--- config.mk ---
export PLATFORM = sky130hd
export DESIGN_NAME = stark_branchmiss_ctrl
export DESIGN_NICKNAME = d
export VERILOG_FILES = /design/src/rtl/stark_branchmiss_ctrl_pkg.sv /design/src/rtl/stark_oldest_sel.sv /design/src/rtl/stark_branchmiss_ctrl.sv
export SDC_FILE = /design/constraint.sdc
export NUM_CORES = 1
export LEC_CHECK = 0
export CORE_AREA = 4 4 97 99
export CTS_BUF_LIST = sky130_fd_sc_hd__clkbuf_8 sky130_fd_sc_hd__clkbuf_16
export DETAILED_ROUTE_END_ITERATION = 6
export DIE_AREA = 0 0 101 103
export PLACE_DENSITY = 0.75
export SETUP_SLACK_MARGIN = 0.05
export SLEW_MARGIN = 30
export SYNTH_ARGS = -nofsm -noshare
export SYNTH_HDL_FRONTEND = slang
export SYNTH_HIERARCHICAL = 1
export SYNTH_SLANG_ARGS = --single-unit
--- constraint.sdc ---
create_clock -name clk -period 6.8 [get_ports clk]
set_input_delay 1.02 -clock clk [delete_from_list [all_inputs] [get_ports clk]]
set_output_delay 1.02 -clock clk [all_outputs]
set_load 0.05 [all_outputs]
--- src/rtl/stark_branchmiss_ctrl_pkg.sv ---
// Shared types for the branch-miss collector: branch-target source encoding,
// FSM states and the modular sequence-age comparison.
package stark_branchmiss_ctrl_pkg;

    typedef enum logic [2:0] {
        BTS_NONE = 3'd0,
        BTS_REG  = 3'd1,
        BTS_DISP = 3'd2,
        BTS_CALL = 3'd3,
        BTS_RET  = 3'd4,
        BTS_IMM  = 3'd5
    } bts_t;

    typedef enum logic [1:0] {
        BM_IDLE   = 2'd0,
        BM_PEND   = 2'd1,
        BM_SHADOW = 2'd2
    } bm_state_t;

    localparam int SEQ_MAX_BITS = 31;

    // a is older than b when (a - b) mod 2**bits is negative; bits must be 1..31.
    function automatic logic seq_older(input logic [31:0] a, input logic [31:0] b,
                                       input int unsigned bits);
        logic [31:0] d;
        d = (a - b) << (32 - bits);
        return d[31];
    endfunction

endpackage

--- src/rtl/stark_oldest_sel.sv ---
// Combinational N-way oldest-tag selector; ties resolve to the lowest index.
module stark_oldest_sel
    import stark_branchmiss_ctrl_pkg::*;
#(
    parameter int N  = 2,
    parameter int TW = 6,
    parameter int IW = 1
) (
    input  logic [N-1:0]         cand,
    input  logic [N-1:0][TW-1:0] tag,
    output logic                 win_valid,
    output logic [IW-1:0]        win_idx
);

    logic [TW-1:0] best_tag;

    // Only a strictly older tag displaces the current pick, so equal tags keep the lower index.
    always_comb begin
        win_valid = 1'b0;
        win_idx   = '0;
        best_tag  = '0;
        for (int c = 0; c < N; c++) begin
            if (cand[c] && (!win_valid ||
                            seq_older(32'(tag[c]), 32'(best_tag), TW))) begin
                win_valid = 1'b1;
                win_idx   = IW'(c);
                best_tag  = tag[c];
            end
        end
    end

endmodule

--- src/rtl/stark_branchmiss_ctrl.sv ---
// Collects branch resolves from NCH units, reports the oldest mispredict as a
// pulse or a held flag, and filters stale younger resolves after each flush.
module stark_branchmiss_ctrl
    import stark_branchmiss_ctrl_pkg::*;
#(
    parameter int NCH        = 2,
    parameter int SEQ_BITS   = 6,
    parameter int AWID       = 32,
    parameter int MODE       = 1,
    parameter int SHADOW_CYC = 4,
    parameter int CNT_BITS   = 16,
    localparam int CH_W      = (NCH > 1) ? $clog2(NCH) : 1
) (
    input  logic                          clk,
    input  logic                          rst,
    input  logic [NCH-1:0]                trig,
    input  bts_t [NCH-1:0]                bts,
    input  logic [NCH-1:0]                miss_det,
    input  logic [NCH-1:0][SEQ_BITS-1:0]  tag,
    input  logic [NCH-1:0][AWID-1:0]      tgt,
    input  logic                          miss_ack,
    output logic                          miss_flag,
    output logic [SEQ_BITS-1:0]           miss_tag,
    output logic [AWID-1:0]               miss_tgt,
    output logic [CH_W-1:0]               miss_ch,
    output logic [CNT_BITS-1:0]           miss_cnt
);

    localparam int SH_W = (SHADOW_CYC > 0) ? $clog2(SHADOW_CYC + 1) : 1;
    localparam logic [SH_W-1:0] SH_LOAD = SH_W'(SHADOW_CYC);

    logic [NCH-1:0]      cand_p0;
    logic                win_valid_p0;
    logic [CH_W-1:0]     win_idx_p0;
    logic [SEQ_BITS-1:0] win_tag_p0;
    logic [AWID-1:0]     win_tgt_p0;
    logic                win_older_p0;
    logic                take_p0;

    bm_state_t           state_q, state_n;
    logic [SH_W-1:0]     sh_q, sh_n;
    logic                vld_p1, vld_n;
    logic [SEQ_BITS-1:0] tag_p1, tag_n;
    logic [AWID-1:0]     tgt_p1, tgt_n;
    logic [CH_W-1:0]     ch_p1, ch_n;
    logic [CNT_BITS-1:0] cnt_p1, cnt_n;

    // ---- stage p0: candidate qualification and oldest selection ----
    always_comb begin
        cand_p0 = '0;
        for (int c = 0; c < NCH; c++) begin
            case (bts[c])
                BTS_REG, BTS_DISP: cand_p0[c] = trig[c] & miss_det[c];
                BTS_CALL, BTS_RET: cand_p0[c] = trig[c];
                default:           cand_p0[c] = 1'b0;
            endcase
        end
    end

    stark_oldest_sel #(
        .N  (NCH),
        .TW (SEQ_BITS),
        .IW (CH_W)
    ) u_sel (
        .cand      (cand_p0),
        .tag       (tag),
        .win_valid (win_valid_p0),
        .win_idx   (win_idx_p0)
    );

    assign win_tag_p0   = tag[win_idx_p0];
    assign win_tgt_p0   = tgt[win_idx_p0];
    assign win_older_p0 = seq_older(32'(win_tag_p0), 32'(tag_p1), SEQ_BITS);

    always_comb begin
        state_n = state_q;
        sh_n    = sh_q;
        vld_n   = 1'b0;
        tag_n   = tag_p1;
        tgt_n   = tgt_p1;
        ch_n    = ch_p1;
        cnt_n   = cnt_p1;
        take_p0 = 1'b0;

        case (state_q)
            BM_IDLE: take_p0 = win_valid_p0;
            BM_PEND: begin
                vld_n = 1'b1;
                // An older preempting miss outranks the ack, which stays pending.
                if (win_valid_p0 && win_older_p0) begin
                    take_p0 = 1'b1;
                end else if (miss_ack) begin
                    vld_n = 1'b0;
                    if (SHADOW_CYC == 0) begin
                        state_n = BM_IDLE;
                    end else begin
                        state_n = BM_SHADOW;
                        sh_n    = SH_LOAD;
                    end
                end
            end
            BM_SHADOW: begin
                if (win_valid_p0 && win_older_p0) begin
                    take_p0 = 1'b1;
                end else if (sh_q <= SH_W'(1)) begin
                    state_n = BM_IDLE;
                    sh_n    = '0;
                end else begin
                    sh_n = sh_q - SH_W'(1);
                end
            end
            default: begin
                state_n = BM_IDLE;
                sh_n    = '0;
            end
        endcase

        if (take_p0) begin
            vld_n = 1'b1;
            tag_n = win_tag_p0;
            tgt_n = win_tgt_p0;
            ch_n  = win_idx_p0;
            if (cnt_p1 != '1) begin
                cnt_n = cnt_p1 + CNT_BITS'(1);
            end
            if (MODE != 0) begin
                state_n = BM_PEND;
            end else if (SHADOW_CYC == 0) begin
                state_n = BM_IDLE;
                sh_n    = '0;
            end else begin
                state_n = BM_SHADOW;
                sh_n    = SH_LOAD;
            end
        end
    end

    // ---- stage p1: registered miss report ----
    always_ff @(posedge clk or negedge rst) begin
        if (!rst) begin
            state_q <= BM_IDLE;
            sh_q    <= '0;
            vld_p1  <= 1'b0;
            tag_p1  <= '0;
            tgt_p1  <= '0;
            ch_p1   <= '0;
            cnt_p1  <= '0;
        end else begin
            state_q <= state_n;
            sh_q    <= sh_n;
            vld_p1  <= vld_n;
            tag_p1  <= tag_n;
            tgt_p1  <= tgt_n;
            ch_p1   <= ch_n;
            cnt_p1  <= cnt_n;
        end
    end

    assign miss_flag = vld_p1;
    assign miss_tag  = tag_p1;
    assign miss_tgt  = tgt_p1;
    assign miss_ch   = ch_p1;
    assign miss_cnt  = cnt_p1;

endmodule

==> impl_metrics.py <==
metrics = {
    "outcome": {
        "status": "complete, no violations",
    },
    "route": {
        "drtPass1Iterations": 4,
        "wl_per_cell_um": 14.0,
        "num_vias": 2918,
        "wl_mm": 8.36,
        "drcViolationCount": 0,
        "ant_nets": 0,
        "vias_per_cell": 4.90,
        "drt_iter0_markers": 77,
    },
    "yosys": {
        "synth_edf_count": 0,
        "syn_area_per_cell_um2": 9.92,
        "synth_ff_type": "dfrtp_1",
        "ys_warn_count": 6,
        "synth_cells": 337,
        "synth.area.top_cells": "dfrtp_1, mux2i_1, a21oi_1",
        "synth_seq_area_share": 0.456,
        "synth.ff_latch_count": 61,
        "ys_types": 42,
        "async_flop_share": 1.00,
        "synthesis.area_um2": 3340,
        "yosysTopAreaCell": "dfrtp_1",
        "synth_top_area_share": 0.456,
        "syn_nets": 441,
    },
    "placement": {
        "dp_hpwl_mm": 6.56,
        "gp_congestion": 0.797,
        "dp_slack_ns": 0.685,
        "placed_area_um2": 4890,
        "portBuffers": 144,
        "placedCellCount": 580,
    },
    "global_routing": {
        "grt_pass1_vias": 3006,
        "grt_overflow": 0,
        "grt_use_total": 0.162,
        "grt_max_degree": 62,
        "grt_pass1_wl_mm": 13.5,
        "antenna_found_initial": 0,
    },
    "finish": {
        "drive_above_1_share": 0.0758,
        "final_cell_mix": "clkdlybuf4s50_1, dfrtp_1, a21oi_1",
        "finalNonFillerCells": 596,
        "antenna_cells": 0,
        "design_area_um2": 5130,
        "layout_commonest_cell": "clkdlybuf4s50_1",
        "nets": 587,
        "fillerInstances": 713,
        "area_delta_synth_final_pct": 53.4,
    },
    "cts": {
        "ctsLongestPathBuffers": 2,
        "postCtsSetupRepairBufs": 0,
        "cts_buffers": 9,
        "cts.sinks": 61,
        "h-tree-depth": 3,
        "cts_tree": "built",
        "root_buffer": "clkbuf_8",
        "ctsHoldBuffers": 0,
        "clock_latency_ns": 0.33,
        "clk_pin_slew_ns": 0.07,
        "cts_resized": 0,
    },
    "sta": {
        "layout_setup_ws_ns": 1.06,
        "setup_tns_ns": 0,
        "layout_min_cycle_time_ns": 5.74,
        "tightest_slew_ns": 0.760,
        "drv_slew": 0,
        "finalSetupViolCount": 0,
        "slew_headroom": 0.493,
        "hold_violations": 0,
        "fin_skew_ns": 0.00663,
        "rsz0062_at_grt": "no",
        "period_share": 0.844,
        "max_freq_mhz": 174,
    },
    "floorplanning": {
        "ios": 145,
        "start_util": 0.391,
        "die_width_um": 101,
        "die-height_um": 103,
        "core_area_um2": 8550,
        "core.rowCount": 34,
        "die_area_um2": 10400,
    },
    "power_and_ir_drop": {
        "peakVddDrop_uv": 210,
        "powerDensity_nw_per_um2": 432,
        "p_leak_nw": 2.13,
    },
    "flow_run": {
        "cap_violations": 0,
    },
    "worst_setup_path": {
        "cp_max_fo": 30,
        "startpoint_type": "input pin",
        "cp.required_ns": 7.02,
        "path_class": "in2reg",
        "end_kind": "flop",
        "cp.arrival_ns": 5.96,
    },
    "min_path": {
        "hp-class": "reg2reg",
    },
}
## where the power goes
group          internal (W)  switching, W  leakage (nW)
clock              0.000245      0.000149         0.120
combinational      0.000429      0.000803          1.28
sequential         0.000505     0.0000865         0.732
total               0.00118       0.00104          2.13
## sequential cells by signal (all words and copies together) (netlist names)
name	cells
miss_tgt	32
miss_cnt	16
miss_tag	6
sh_q	3
state_q	2
miss_ch	1
miss_flag	1
## metrics by stage
step | utilization | hold slack, ns | power, W
detailed placement | 0.571 | 0.488 | 0.00184
CTS | 0.600 | 0.501 | 0.00224
floorplan | - | 0.514 | 0.00143
global route | 0.600 | 0.522 | 0.00236
finish | 0.600 | 0.505 | 0.00222
global placement | 0.571 | 0.480 | 0.00181
## final cells by class
cell class | instances | area (um^2) | share of cell area
tap | 108 | 135 | 0.0263
sequential | 61 | 1530 | 0.298
inverter | 11 | 41.3 | 0.00805
timing repair buffer | 151 | 1490 | 0.290
multi-input combinational | 249 | 1690 | 0.330
clock buffer | 9 | 124 | 0.0241
clock inverter | 7 | 120 | 0.0234
## worst paths after layout
path	cells past startpoint	to	startpoint	slack (ns)
min in group asynchronous	2	miss_tag[1]$_DFFE_PN0P_	rst	0.84
setup reg to reg	9	miss_cnt[11]$_DFFE_PN0P_	miss_tag[2]$_DFFE_PN0P_	4.12
setup / recovery	21	miss_cnt[11]$_DFFE_PN0P_	bts[0]	1.06
hold / removal	1	miss_cnt[9]$_DFFE_PN0P_	miss_cnt[9]$_DFFE_PN0P_	0.50
hold reg to reg	1	miss_cnt[9]$_DFFE_PN0P_	miss_cnt[9]$_DFFE_PN0P_	0.50
max in group asynchronous	2	miss_flag$_DFF_PN0_	rst	5.44
## logic make-up (layout without fill, tap and decap cells)
group	Yosys count	after routing	synth area share
xor+xnor	15	15	0.0393
simple gates	101	101	0.156
buf+inv	27	178	0.0397
flops	61	61	0.456
mux	42	42	0.128
compound gates	76	76	0.125
fa+ha+maj	15	15	0.0561
## synthesized netlist by cell type, drive strengths merged, types with 2 or more instances
cell    number
ha          15
and2         2
a21oi       46
a21o         2
o21a         2
nor2b        3
dfrtp       61
nor3         2
buf         12
nor3b        3
inv         11
nand2       22
nor4b        2
clkbuf       4
xnor2       10
xor2         5
nand3        7
nand4        8
mux2i       35
o21ai       20
mux2         7
nor2        37
a211oi       2
and3         8
## critical path: stages
cell and delay [ns]:
clkdlybuf4s50_1 0.49, o21ai_0 0.09, a21oi_1 0.13, a21oi_1 0.05, nor2b_1 0.11, buf_4 0.17, nand2_1 0.07, ha_1 0.30
a21o_1 0.18, a21oi_1 0.29, a211oi_1 0.18, a211oi_4 0.33, mux2_2 0.40, ha_1 0.29, a21oi_1 0.18, o21ai_0 0.12
nor4_1 0.34, or3_2 0.50, buf_4 0.37, nand4_1 0.16, xnor2_1 0.16
## layer usage
layer / track usage / vias to the layer above / wire [um]
met1: 0.194 / 1347 / 3520
met4: 0.0501 / 0 / 55
met5: 0 / - / 0
met3: 0.0541 / 5 / 764
met2: 0.277 / 85 / 4010
li1: - / 1481 / -
No activity file was read; power rests on OpenSTA's default activity.
